## src/rtl/mano_mem_arbiter.sv

```systemverilog
// Two-port arbiter in front of the single Mano main memory: grants one requester,
// runs a fixed-latency strobe cycle, and returns a one-cycle ack with read data.
module mano_mem_arbiter #(
  parameter int ADDR_W  = 12,
  parameter int DATA_W  = 16,
  parameter int MEM_LAT = 1,
  parameter int RR_EN   = 1
) (
  input  logic              clk,
  input  logic              clr,
  input  logic              r0_req,
  input  logic              r0_we,
  input  logic [ADDR_W-1:0] r0_addr,
  input  logic [DATA_W-1:0] r0_wdata,
  output logic              r0_ack,
  output logic [DATA_W-1:0] r0_rdata,
  input  logic              r1_req,
  input  logic              r1_we,
  input  logic [ADDR_W-1:0] r1_addr,
  input  logic [DATA_W-1:0] r1_wdata,
  output logic              r1_ack,
  output logic [DATA_W-1:0] r1_rdata,
  output logic [ADDR_W-1:0] mem_addr,
  output logic              mem_rd,
  output logic              mem_wr,
  output logic [DATA_W-1:0] mem_dout,
  input  logic [DATA_W-1:0] mem_din,
  output logic              busy,
  output logic              grant_id
);

  typedef enum logic [1:0] {IDLE, ACCESS, DONE} state_t;

  localparam logic [3:0] LAT_INIT = 4'(MEM_LAT);

  state_t            state, state_d;
  logic [3:0]        cnt, cnt_d;
  logic              last, last_d;
  logic              we_q, we_d;
  logic              win;
  logic              gid_d, rd_d, wr_d, ack0_d, ack1_d;
  logic [ADDR_W-1:0] addr_d;
  logic [DATA_W-1:0] dout_d, rdata0_d, rdata1_d;

  assign busy = (state != IDLE);

  always_comb begin
    state_d  = state;
    cnt_d    = cnt;
    last_d   = last;
    we_d     = we_q;
    win      = 1'b0;
    gid_d    = grant_id;
    rd_d     = mem_rd;
    wr_d     = mem_wr;
    ack0_d   = 1'b0;
    ack1_d   = 1'b0;
    addr_d   = mem_addr;
    dout_d   = mem_dout;
    rdata0_d = r0_rdata;
    rdata1_d = r1_rdata;
    unique case (state)
      IDLE: begin
        if (r0_req || r1_req) begin
          // On conflict the round-robin pointer hands the grant to the port that did not win last.
          if (r0_req && r1_req) win = (RR_EN != 0) && !last;
          else                  win = r1_req;
          gid_d   = win;
          last_d  = win;
          we_d    = win ? r1_we    : r0_we;
          addr_d  = win ? r1_addr  : r0_addr;
          dout_d  = win ? r1_wdata : r0_wdata;
          rd_d    = ~we_d;
          wr_d    = we_d;
          cnt_d   = LAT_INIT;
          state_d = ACCESS;
        end
      end
      ACCESS: begin
        cnt_d = cnt - 4'd1;
        if (cnt == 4'd1) begin
          rd_d = 1'b0;
          wr_d = 1'b0;
          if (!we_q) begin
            if (grant_id) rdata1_d = mem_din;
            else          rdata0_d = mem_din;
          end
          ack0_d  = ~grant_id;
          ack1_d  = grant_id;
          state_d = DONE;
        end
      end
      DONE: begin
        gid_d   = 1'b0;
        state_d = IDLE;
      end
      default: state_d = IDLE;
    endcase
  end

  always_ff @(posedge clk or negedge clr) begin
    if (!clr) begin
      state    <= IDLE;
      cnt      <= 4'd0;
      last     <= 1'b1;
      we_q     <= 1'b0;
      grant_id <= 1'b0;
      mem_rd   <= 1'b0;
      mem_wr   <= 1'b0;
      r0_ack   <= 1'b0;
      r1_ack   <= 1'b0;
      mem_addr <= '0;
      mem_dout <= '0;
      r0_rdata <= '0;
      r1_rdata <= '0;
    end else begin
      state    <= state_d;
      cnt      <= cnt_d;
      last     <= last_d;
      we_q     <= we_d;
      grant_id <= gid_d;
      mem_rd   <= rd_d;
      mem_wr   <= wr_d;
      r0_ack   <= ack0_d;
      r1_ack   <= ack1_d;
      mem_addr <= addr_d;
      mem_dout <= dout_d;
      r0_rdata <= rdata0_d;
      r1_rdata <= rdata1_d;
    end
  end

endmodule

```

## config.mk

```make
export PLATFORM = sky130hd
export DESIGN_NAME = mano_mem_arbiter
export DESIGN_NICKNAME = d
export VERILOG_FILES = /design/src/rtl/mano_mem_arbiter.sv
export SDC_FILE = /design/constraint.sdc
export NUM_CORES = 1
export LEC_CHECK = 0
export ABC_CLOCK_PERIOD_IN_PS = 1900
export BUFFER_PORTS_ARGS = -buffer_cell sky130_fd_sc_hd__buf_2
export CAP_MARGIN = 10
export CORE_MARGIN = 5
export CORE_UTILIZATION = 47
export DETAILED_ROUTE_END_ITERATION = 12
export HOLD_SLACK_MARGIN = 0.08
export MAX_ROUTING_LAYER = met4
export PLACE_DENSITY = 0.8
export SLEW_MARGIN = 20
export SYNTH_ARGS = -nofsm -noshare
export SYNTH_HDL_FRONTEND = slang
export SYNTH_SLANG_ARGS = --single-unit
export TNS_END_PERCENT = 5
```

## constraint.sdc

```tcl
create_clock -name clk -period 1.9 [get_ports clk]
set_input_delay 0.095 -clock clk [delete_from_list [all_inputs] [get_ports clk]]
set_output_delay 0.095 -clock clk [all_outputs]
set_load 0.02 [all_outputs]
```

==> results of run 1 <==
==> metal layers <==
metal / vias up / part of all wire / global-route usage
met2: 68 / 0.55 / 0.317
met4: 0 / 0.014 / 0.0488
met1: 1128 / 0.38 / 0.186
met5: - / 0 / -
li1: 1093 / - / -
met3: 8 / 0.055 / 0.0467
==> logic make-up after synthesis <==
| logic type | count (synthesis) |
|---|---|
| compound gates | 13 |
| fa+ha+maj | 2 |
| buf+inv | 15 |
| flops | 73 |
| mux | 93 |
| simple gates | 18 |
==> metrics by stage <==
step,power [W],cells
floorplan,0.00529,214
global placement,0.00633,432
detailed placement,0.00646,432
CTS,0.00796,465
global route,0.00834,465
finish,0.00785,466
==> area by class of cell <==
class | count | area share
antenna | 1 | 0.000559
clock buffer | 10 | 0.0285
clock inverter | 6 | 0.0257
inverter | 5 | 0.00419
multi-input combinational | 126 | 0.296
sequential | 73 | 0.408
tap | 80 | 0.0224
timing repair buffer | 165 | 0.215
==> registers in the layout, summed over array words and instances, names as in the netlist, 2 cells and up <==
name and cells:
r0_rdata 16, mem_addr 12, cnt 4, r1_rdata 16
state 2, mem_dout 16
==> power by group through the flow <==
stage	logic, W	registers (W)	clock network [W]
after floorplan	0.00165	0.00364	0
after global placement	0.00356	0.00277	0
after detailed placement	0.00366	0.00280	0
after CTS	0.00369	0.00278	0.00149
after global routing	0.00390	0.00288	0.00156
final	0.00363	0.00277	0.00144
==> how the worst min path moves through the flow <==
| stage | from | endpoint | depth (start not counted) |
|---|---|---|---|
| 6_report | r0_we | mem_rd$_DFFE_PN0P_ | 3 |
| 5_1_grt | r1_wdata[9] | mem_dout[9]$_DFFE_PN0P_ | 3 |
| 4_1_cts | r0_wdata[8] | mem_dout[8]$_DFFE_PN0P_ | 3 |
| 3_5_place_dp | clr | mem_dout[8]$_DFFE_PN0P_ | 2 |
| 3_3_place_gp | clr | mem_dout[8]$_DFFE_PN0P_ | 2 |
| 2_1_floorplan | clr | cnt[0]$_DFFE_PN0P_ | 0 |
==> cells in the final DEF (no fill, tap or decap), types with 2 or more instances in the layout <==
cell type and instances:
buf_12 3, buf_2 143, buf_4 2, bufinv_16 3
clkbuf_8 9, dfrtp_1 72, dlygate4sd3_1 17, ha_1 2
inv_1 5, mux2_2 78, mux2_4 10, mux2i_1 5
nand2_1 2, nor2_1 4, o21ai_0 8, o22ai_1 2
==> worst min-delay path, cell delays in order <==
cell and delay (ns):
buf_2 0.07, mux2i_1 0.10, o2bb2ai_1 0.14
==> run metrics, run 1 <==
status completed; drt pass-1 iters 4; CTS clk-pin slew, worst paths 0.08 ns; Routed WL 7.20 mm; worst-skew pair later-pin latency 0.33 ns; compound-gate portion of the synthesized area 0.0227; startpoint types register; post-CTS sizing 0; Switching Share 0.377; placeable core area 6760 um2; FF-to-FF setup slack 0.13 ns; initial antenna violation count 0; CP Class reg -> reg; Synth top area share 0.555; Die W about 93 um; Worst path depth 6; GPL Wtd Cong 0.771; Max Freq between 500 and 600 MHz; CP startpoint cnt[1]$_DFFE_PN0P_; power share of the clock group 0.184; synth top area cells dfrtp_1, mux2_2, mux2_4; Final ANT Viol Nets 0; Setup WS pre-CTS 0.156 ns; Post-CTS Setup Inserts 0; Synth Cell Area ~3200 um2; initial DRC count 69; Tcrit/Tclk final 0.930; vias in the first global route about 2400; Synth Area in XOR/XNOR 0; largest net degree at the start of global routing 74; Hold Slack 0.114 ns; Setup crit end kind register; reg2reg start cnt[1]$_DFFE_PN0P_; final slew viol count 0; via/cell ratio 4.93; Logic pwr share 0.462; count leader, synth mux2_2; grt ovf 0; WP data required ~2.1 ns; post-synthesis simple-gate area fraction 0.0439; Power per Cell Area 1750 nW/um2; # DRC 0; Post-synth EDFFs 0; Syn Area/Cell 15.2 um2; setup TNS 0 ns; worst min path class in -> reg; Worst-Margin Slew 0.514 ns; CTS Hold Bufs 17; slowest stage cell on the critical path dfrtp_1; Synth area leader dfrtp_1; worst vdd ir 894 uV; share of layout cells above drive strength 1 0.670; port buffer count 143; CP arrival 1.99 ns; H-tree depth 3; boundary pin count 144; Max clock buf depth 2; syn_nets 294; Root Buffer clkbuf_8; first-pass GRT wire length 11.5 mm; Leak 2.19 nW; sequential share of power 0.354; Post-Route Utilization 0.663; Final Worst Setup Slack 0.133 ns; post-synthesis adder-cell area fraction 0.00771; setup violators final 0; Area Overhead vs Synth 37.9%; nets 460; Fin Clk Skew 0.00712 ns; Ys Warns 0; FF/Latch Area 1830 um2; Fin. Hold Viols 0; most frequent cells after synthesis mux2_2, dfrtp_1, mux2_4, o21ai_0; P_sw 0.00296 W; TritonCTS Buffers 9; Post-DP HPWL 5.30 mm; Max Cap Violations 0; Worst path max stage delay 0.40 ns; largest family of logic cells by synthesized area multiplexers; sequential area share after synthesis 0.563; CP endpoint r1_rdata[8]$_DFFE_PN0P_; CTS tree yes; Most used DFF post-synth dfrtp_1; Top Family by Delay on Critical Path simple AND/OR/NAND/NOR gates; die area 8670 um2; maximum fanout along the worst path 16; Internal Power ~0.0049 W; r2r endpoint r1_rdata[8]$_DFFE_PN0P_; via count about 2300; die height 93.1 um; Buf/Inv on CP 2; Post-Synthesis Cells about 210; # fillers slightly above 500; Yosys reg bits 73; post-DR wirelength/cell 15.4 um; critical path, cell by cell inv_1, ha_1, nor3b_4, nand4_4, buf_4, mux2_4; asr flop ratio synth 1.00; clock period minus worst slack 1.77 ns; Tot GR Track Use 0.174; RSZ-0062 raised after global routing false; row count 30; CTS Sinks 73; post-synthesis mux area share 0.332; Worst Reg2Reg Path Length in Cells 6; Finished Cell Area 4480 um2; Slew headroom 0.656; footprint of the multi-input gates 1320 um2; Initial Util 0.481; Synth cell types 30; Cell Area, Placed 4060 um2
No activity file was read; power rests on OpenSTA's default activity.
==> inputs of run 2 (changes only) <==
--- a/config.mk
+++ b/config.mk
@@ -12,4 +12,5 @@
 export CORE_UTILIZATION = 47
 export DETAILED_ROUTE_END_ITERATION = 12
+export GPL_TIMING_DRIVEN = 0
 export HOLD_SLACK_MARGIN = 0.08
 export MAX_ROUTING_LAYER = met4
==> constraint.sdc (replaced) <==
create_clock -name clk -period 1.9 [get_ports clk]
set_input_delay 0.285 -clock clk [delete_from_list [all_inputs] [get_ports clk]]
set_output_delay 0.285 -clock clk [all_outputs]
set_load 0.02 [all_outputs]
==> run 2 against run 1 <==
  * Fmax shrank 4.3%
  * Sequential share of layout area grew 1.7 points
  * First-iteration DRC count shrank 43%
  * Count of clock-buffer cells in the layout shrank 1
  * Non-clock buffer count shrank 10
  * Clock skew grew 0.0047 ns
  * Via count shrank 1.4%
  * Global-route usage shrank 0.34 points
  * Register-to-register slack lost 0.08 ns
  * Flip-flop and latch count is the same
  * Routed wire length shrank 4.7%
  * Critical path type unchanged
  * Critical endpoint unchanged
  * Highest routed layer unchanged
==> run metrics, run 2 (same netlist as run 1, synthesis figures left out) <==
Tcrit/Tclk final 0.972 (+0.0419); Hold Slack 0.181 ns (+0.0672 ns); post-DR wirelength/cell 15.1 um (-2.4%); slowest stage cell on the critical path dfrtp_1; Leak 2.13 nW (-2.7%); Max Freq 542 MHz (-4.3%); Tot GR Track Use 0.171 (-0.00340); vias in the first global route 2427 (-0.33%); worst min path class in -> reg; Initial Util 0.481 (unchanged); share of layout cells above drive strength 1 0.701 (+0.0312); Fin Clk Skew 0.0118 ns (+0.00467 ns); CP arrival 2.07 ns (+0.08 ns); ant diodes 0 (-1); initial antenna violation count 0 (unchanged); Slew headroom 0.663 (+0.00759); most common cell after layout, fill and taps aside buf_2; Area Overhead vs Synth 32.3%; Power per Cell Area 1770 nW/um2 (+0.96%); CTS clk-pin slew, worst paths 0.09 ns (about the same); Root Buffer clkbuf_8; Post-DP HPWL 5.32 mm (+0.41%); initial DRC count 39 (-43%); TritonCTS Buffers 9 (unchanged); CP Class reg -> reg; port buffer count 143 (unchanged); Post-Route Utilization 0.636 (-0.0267); drt pass-1 iters 3 (-1); first-pass GRT wire length 11.4 mm (-0.90%); via/cell ratio 4.98 (+0.99%); final slew viol count 0 (unchanged); # DRC 0 (unchanged); FF/Latch Area 1830 um2 (unchanged); Setup crit end kind register; largest net degree at the start of global routing 60 (-19%); H-tree depth 3 (unchanged); CTS tree yes; Max clock buf depth 2 (unchanged); startpoint types register; # fillers 558 (+8.6%); Regs by FF count mem_dout (16), r0_rdata (16), r1_rdata (16); setup violators final 0 (unchanged); reg2reg start cnt[1]$_DFFE_PN0P_; row count 30 (unchanged); critical path, cell by cell inv_1, ha_1, nor3b_4, nand4_4, buf_6, mux2_4; Worst-Margin Slew 0.503 ns (-0.0113 ns); grt ovf 0 (unchanged); placeable core area 6760 um2 (unchanged); boundary pin count 144 (unchanged); maximum fanout along the worst path 10 (-6); Routed WL 6.86 mm (-4.7%); Tot Pwr 0.00760 W (-3.1%); CP startpoint cnt[1]$_DFFE_PN0P_; Final ANT Viol Nets 0 (unchanged); clock period minus worst slack 1.85 ns (+0.0796 ns); most frequent cells in the layout buf_2, mux2_2, dfrtp_1, mux2_4, clkbuf_8; GPL Wtd Cong 0.730 (-5.3%); worst-skew pair later-pin latency 0.34 ns (about the same); nets 450 (-2.2%); status completed; CTS Sinks 73 (unchanged); Die W 93.1 um (unchanged); Max Cap Violations 0 (unchanged); RSZ-0062 raised after global routing true; worst vdd ir 933 uV (+4.3%); footprint of the multi-input gates 1320 um2 (-0.28%); Worst path max stage delay 0.40 ns (about the same); HP Start mem_din[6]; WP data required 2.12 ns (about the same); die height 93.1 um (unchanged); via count 2265 (-1.4%); Fin. Hold Viols 0 (unchanged); die area 8670 um2 (unchanged)
run 2: cell types whose count changed in the layout (fill, tap and decap cells not counted), sizes merged:
cell         before  now
buf             148  152
bufinv            3    1
clkbuf           10   11
clkinv            1    4
diode             1    0
dlygate4sd3      17    1
run 2: per-stage QoR:
step                instances  instance area [um2]  worst slack, ns  TNS [ns]
global route              455                 4300          -0.0528    -0.427
detailed placement        438                 4090           0.0225         0
CTS                       455                 4300           0.0236         0
global placement          437                 4060           0.0346         0
floorplan                 214                 3250            0.240         0
finish                    455                 4300           0.0534         0
run 2: layout make-up:
type | instances | area share
timing repair buffer | 145 | 0.176
clock inverter | 7 | 0.0163
inverter | 5 | 0.00437
tap | 80 | 0.0233
clock buffer | 9 | 0.0288
buffer | 10 | 0.0186
sequential | 73 | 0.425
multi-input combinational | 126 | 0.307
run 2: where the power goes:
group	switching (W)	leakage, nW	total [W]	internal [W]
Sequential	0.000397	0.861	0.00275	0.00235
Clock	0.000588	0.0994	0.00119	0.000606
Combinational	0.00199	1.17	0.00366	0.00167
Total	0.00298	2.13	0.00760	0.00462
run 2: critical path, delay by kind of cell (launching register included):
family        cells  cell delay [ns]
buf+inv           2             0.30
fa+ha+maj         1             0.14
flops             1             0.40
mux               1             0.30
simple gates      2             0.58
run 2: repair_timing:
action,in CTS,in global routing
hold buffers,1,0
resized for setup,0,1
setup buffers,0,0
hold endpoints to repair,14,0
setup endpoints to repair,0,38
run 2: path summary, 6_finish.rpt:
| kind | endpoint | slack (ns) | cells past startpoint |
|---|---|---|---|
| worst max-delay path | r1_rdata[8]$_DFFE_PN0P_ | 0.05 | 6 |
| worst min-delay path | r1_rdata[6]$_DFFE_PN0P_ | 0.18 | 2 |
| worst max register to register | r1_rdata[8]$_DFFE_PN0P_ | 0.05 | 6 |
| worst min register to register | last$_DFFE_PN1P_ | 0.50 | 2 |
| max in group asynchronous | last$_DFFE_PN1P_ | 0.99 | 3 |
| min in group asynchronous | mem_dout[6]$_DFFE_PN0P_ | 0.35 | 2 |
run 2: per-layer routing:
| metal | track usage | vias to the layer above | part of all wire |
|---|---|---|---|
| met5 | - | - | 0 |
| met4 | 0.0659 | 0 | 0.014 |
| met3 | 0.0362 | 10 | 0.053 |
| met1 | 0.194 | 1107 | 0.41 |
| li1 | - | 1078 | - |
| met2 | 0.296 | 70 | 0.53 |
==> inputs of run 3 (changes only) <==
--- a/config.mk
+++ b/config.mk
@@ -9,11 +9,13 @@
 export BUFFER_PORTS_ARGS = -buffer_cell sky130_fd_sc_hd__buf_2
 export CAP_MARGIN = 10
+export CELL_PAD_IN_SITES_DETAIL_PLACEMENT = 1
+export CELL_PAD_IN_SITES_GLOBAL_PLACEMENT = 2
 export CORE_MARGIN = 5
-export CORE_UTILIZATION = 47
+export CORE_UTILIZATION = 30
 export DETAILED_ROUTE_END_ITERATION = 12
 export GPL_TIMING_DRIVEN = 0
 export HOLD_SLACK_MARGIN = 0.08
 export MAX_ROUTING_LAYER = met4
-export PLACE_DENSITY = 0.8
+export PLACE_DENSITY_LB_ADDON = 0.1
 export SLEW_MARGIN = 20
 export SYNTH_ARGS = -nofsm -noshare
==> constraint.sdc (replaced) <==
create_clock -name clk -period 1.9 [get_ports clk]
set_input_delay 0.38 -clock clk [delete_from_list [all_inputs] [get_ports clk]]
set_output_delay 0.38 -clock clk [all_outputs]
set_load 0.02 [all_outputs]
==> run 3 against run 2 <==
  * Global-route usage decreased by 3.5 points
  * Clock power increased by 13%
  * Routed wire length increased by 22%
  * Combinational power increased by 4%
  * Largest cell class unchanged
  * Setup slack improved by 0.059 ns
  * Cell count increased by 14%
  * Sequential share of layout area decreased by 1.6 points
  * Register-to-register slack improved by 0.06 ns
  * Flip-flop and latch count unchanged
  * Fmax increased by 3.3%
  * Die area increased by 50%
==> run metrics, run 3 (same netlist as run 1, synthesis figures left out) <==
status completed; most common cell after layout, fill and taps aside buf_2; slowest stage cell on the critical path dfrtp_1; Root Buffer clkbuf_8; first-pass GRT wire length 13.5 mm (+18%); # DRC 0 (unchanged); # fillers 1202 (+120%); hold path endpoint r0_rdata[0]$_DFFE_PN0P_; Tot GR Track Use 0.136 (-0.0351); Fin Clk Skew 0.00750 ns (-0.00429 ns); Cell Area, Placed 4170 um2 (+1.8%); Final ANT Viol Nets 0 (unchanged); Max clock buf depth 2 (unchanged); Area Overhead vs Synth 37.3%; r2r endpoint r1_rdata[9]$_DFFE_PN0P_; Setup crit end kind register; WP data required 2.13 ns (about the same); via count 2286 (+0.93%); Hold Crit Depth 2 (unchanged); critical path, cell by cell inv_1, ha_1, nor3b_4, nand4_4, buf_8, mux2_4; Setup WS pre-CTS -0.0129 ns (-0.0355 ns); FF-to-FF setup slack 0.11 ns (+0.06 ns); startpoint types register; boundary pin count 144 (unchanged); CTS Sinks 73 (unchanged); TritonCTS Buffers 9 (unchanged); Routed WL 8.35 mm (+22%); Max Cap Violations 0 (unchanged); setup violators final 0 (unchanged); Leak 2.17 nW (+2.1%); final slew viol count 0 (unchanged); nets 455 (+1.1%); grt ovf 0 (unchanged); Max Freq 559 MHz (+3.3%); Final Worst Setup Slack 0.112 ns (+0.0591 ns); clock period minus worst slack 1.79 ns (-0.0591 ns); GPL Wtd Cong 0.718 (-1.7%); Slew headroom 0.678 (+0.0143); Worst-Margin Slew 0.482 ns (-0.0214 ns); Power per Cell Area 1770 nW/um2 (about the same); drt pass-1 iters 2 (-1); worst min path class in -> reg; Die W 114 um (+22%); maximum fanout along the worst path 10 (unchanged); CTS tree yes; Worst Reg2Reg Path Length in Cells 6 (unchanged); RSZ-0062 raised after global routing true; ant diodes 0 (unchanged); largest net degree at the start of global routing 44 (-27%); die height 114 um (+22%); vias in the first global route 2570 (+5.9%); Post-DP HPWL 6.34 mm (+19%); placeable core area 10700 um2 (+59%); CP Class reg -> reg; Worst path max stage delay 0.40 ns (about the same); CP arrival 2.02 ns (-0.05 ns); die area 13000 um2 (+50%); share of layout cells above drive strength 1 0.705 (+0.00393); initial antenna violation count 0 (unchanged); reg2reg start cnt[1]$_DFFE_PN0P_; Tcrit/Tclk final 0.941 (-0.0311); Fin. Hold Viols 0 (unchanged); row count 38 (+27%); worst vdd ir 641 uV (-31%); Initial Util 0.302 (-0.178); via/cell ratio 4.40 (-12%); CTS clk-pin slew, worst paths 0.08 ns (about the same); worst-skew pair later-pin latency 0.35 ns (about the same); Regs by FF count mem_dout (16), r0_rdata (16), r1_rdata (16); footprint of the multi-input gates 1320 um2 (unchanged); most frequent cells in the layout buf_2, mux2_2, dfrtp_1, mux2_4, clkbuf_8; FF/Latch Area 1830 um2 (unchanged); post-DR wirelength/cell 16.1 um (+6.5%); port buffer count 143 (unchanged); initial DRC count 33 (-15%); H-tree depth 3 (unchanged); Finished Cell Area 4460 um2 (+3.8%); HP Start mem_din[0]
## run 3: changes by cell type in the layout (fill, tap and decap cells not counted), sizes merged
cell / change
buf: +5
bufinv: +1
inv: -1
## run 3: how the worst max path moves through the flow
stage                                          end  cells after the start  slack (ns)                from
after floorplan           r1_rdata[10]$_DFFE_PN0P_                      6        0.24  cnt[1]$_DFFE_PN0P_
after global placement     r1_rdata[2]$_DFFE_PN0P_                      1       -0.11                 clr
after detailed placement   mem_dout[4]$_DFFE_PN0P_                      5       -0.01              r0_req
after CTS                  r1_rdata[8]$_DFFE_PN0P_                      6       0.005  cnt[1]$_DFFE_PN0P_
after global routing       r1_rdata[8]$_DFFE_PN0P_                      6       -0.02  cnt[1]$_DFFE_PN0P_
final                      r1_rdata[9]$_DFFE_PN0P_                      6        0.11  cnt[1]$_DFFE_PN0P_
## run 3: report_power, final
group          internal [W]  total, W  switching, W
Combinational       0.00173   0.00380       0.00207
Clock              0.000739   0.00134      0.000602
Sequential          0.00235   0.00275      0.000404
## run 3: final cells by class
cell class / count / area share
Sequential cell: 73 / 0.410
Multi-Input combinational cell: 126 / 0.296
Timing Repair Buffer: 150 / 0.182
Tap cell: 140 / 0.0393
Clock buffer: 9 / 0.0278
Clock inverter: 7 / 0.0213
Buffer: 10 / 0.0196
Inverter: 5 / 0.00421
## run 3: timing repair
action,in CTS,in global routing
hold endpoints to repair,30,0
setup buffers,0,4
hold buffers,1,0
endpoints found under the setup margin,0,15
resized for setup,0,3
## run 3: per-stage QoR
stage                     setup TNS (ns)  hold WS (ns)  power (W)  utilization  cells
after floorplan                        0        0.0844    0.00529            -    214
after CTS                              0         0.254    0.00799        0.409    515
after detailed placement         -0.0245         0.353    0.00660        0.388    498
final                                  0         0.274    0.00789        0.415    520
after global routing             -0.0529         0.245    0.00845        0.415    520
after global placement             -7.70         0.484    0.00649        0.385    497
## run 3: worst max-delay path: cells and delay by family (launching register included)
family	cells	cell delay, ns
adders and majority gates	1	0.14
buffers and inverters	2	0.31
DFF	1	0.40
muxes	1	0.30
and+or+nand+nor	2	0.52
## run 3: per-layer routing
| layer | vias to the layer above | part of all wire | global-route usage |
|---|---|---|---|
| met4 | 0 | 0.0071 | 0.0333 |
| met1 | 1133 | 0.42 | 0.160 |
| met2 | 71 | 0.52 | 0.229 |
| met5 | - | 0 | - |
| met3 | 5 | 0.059 | 0.0393 |
| li1 | 1077 | - | - |
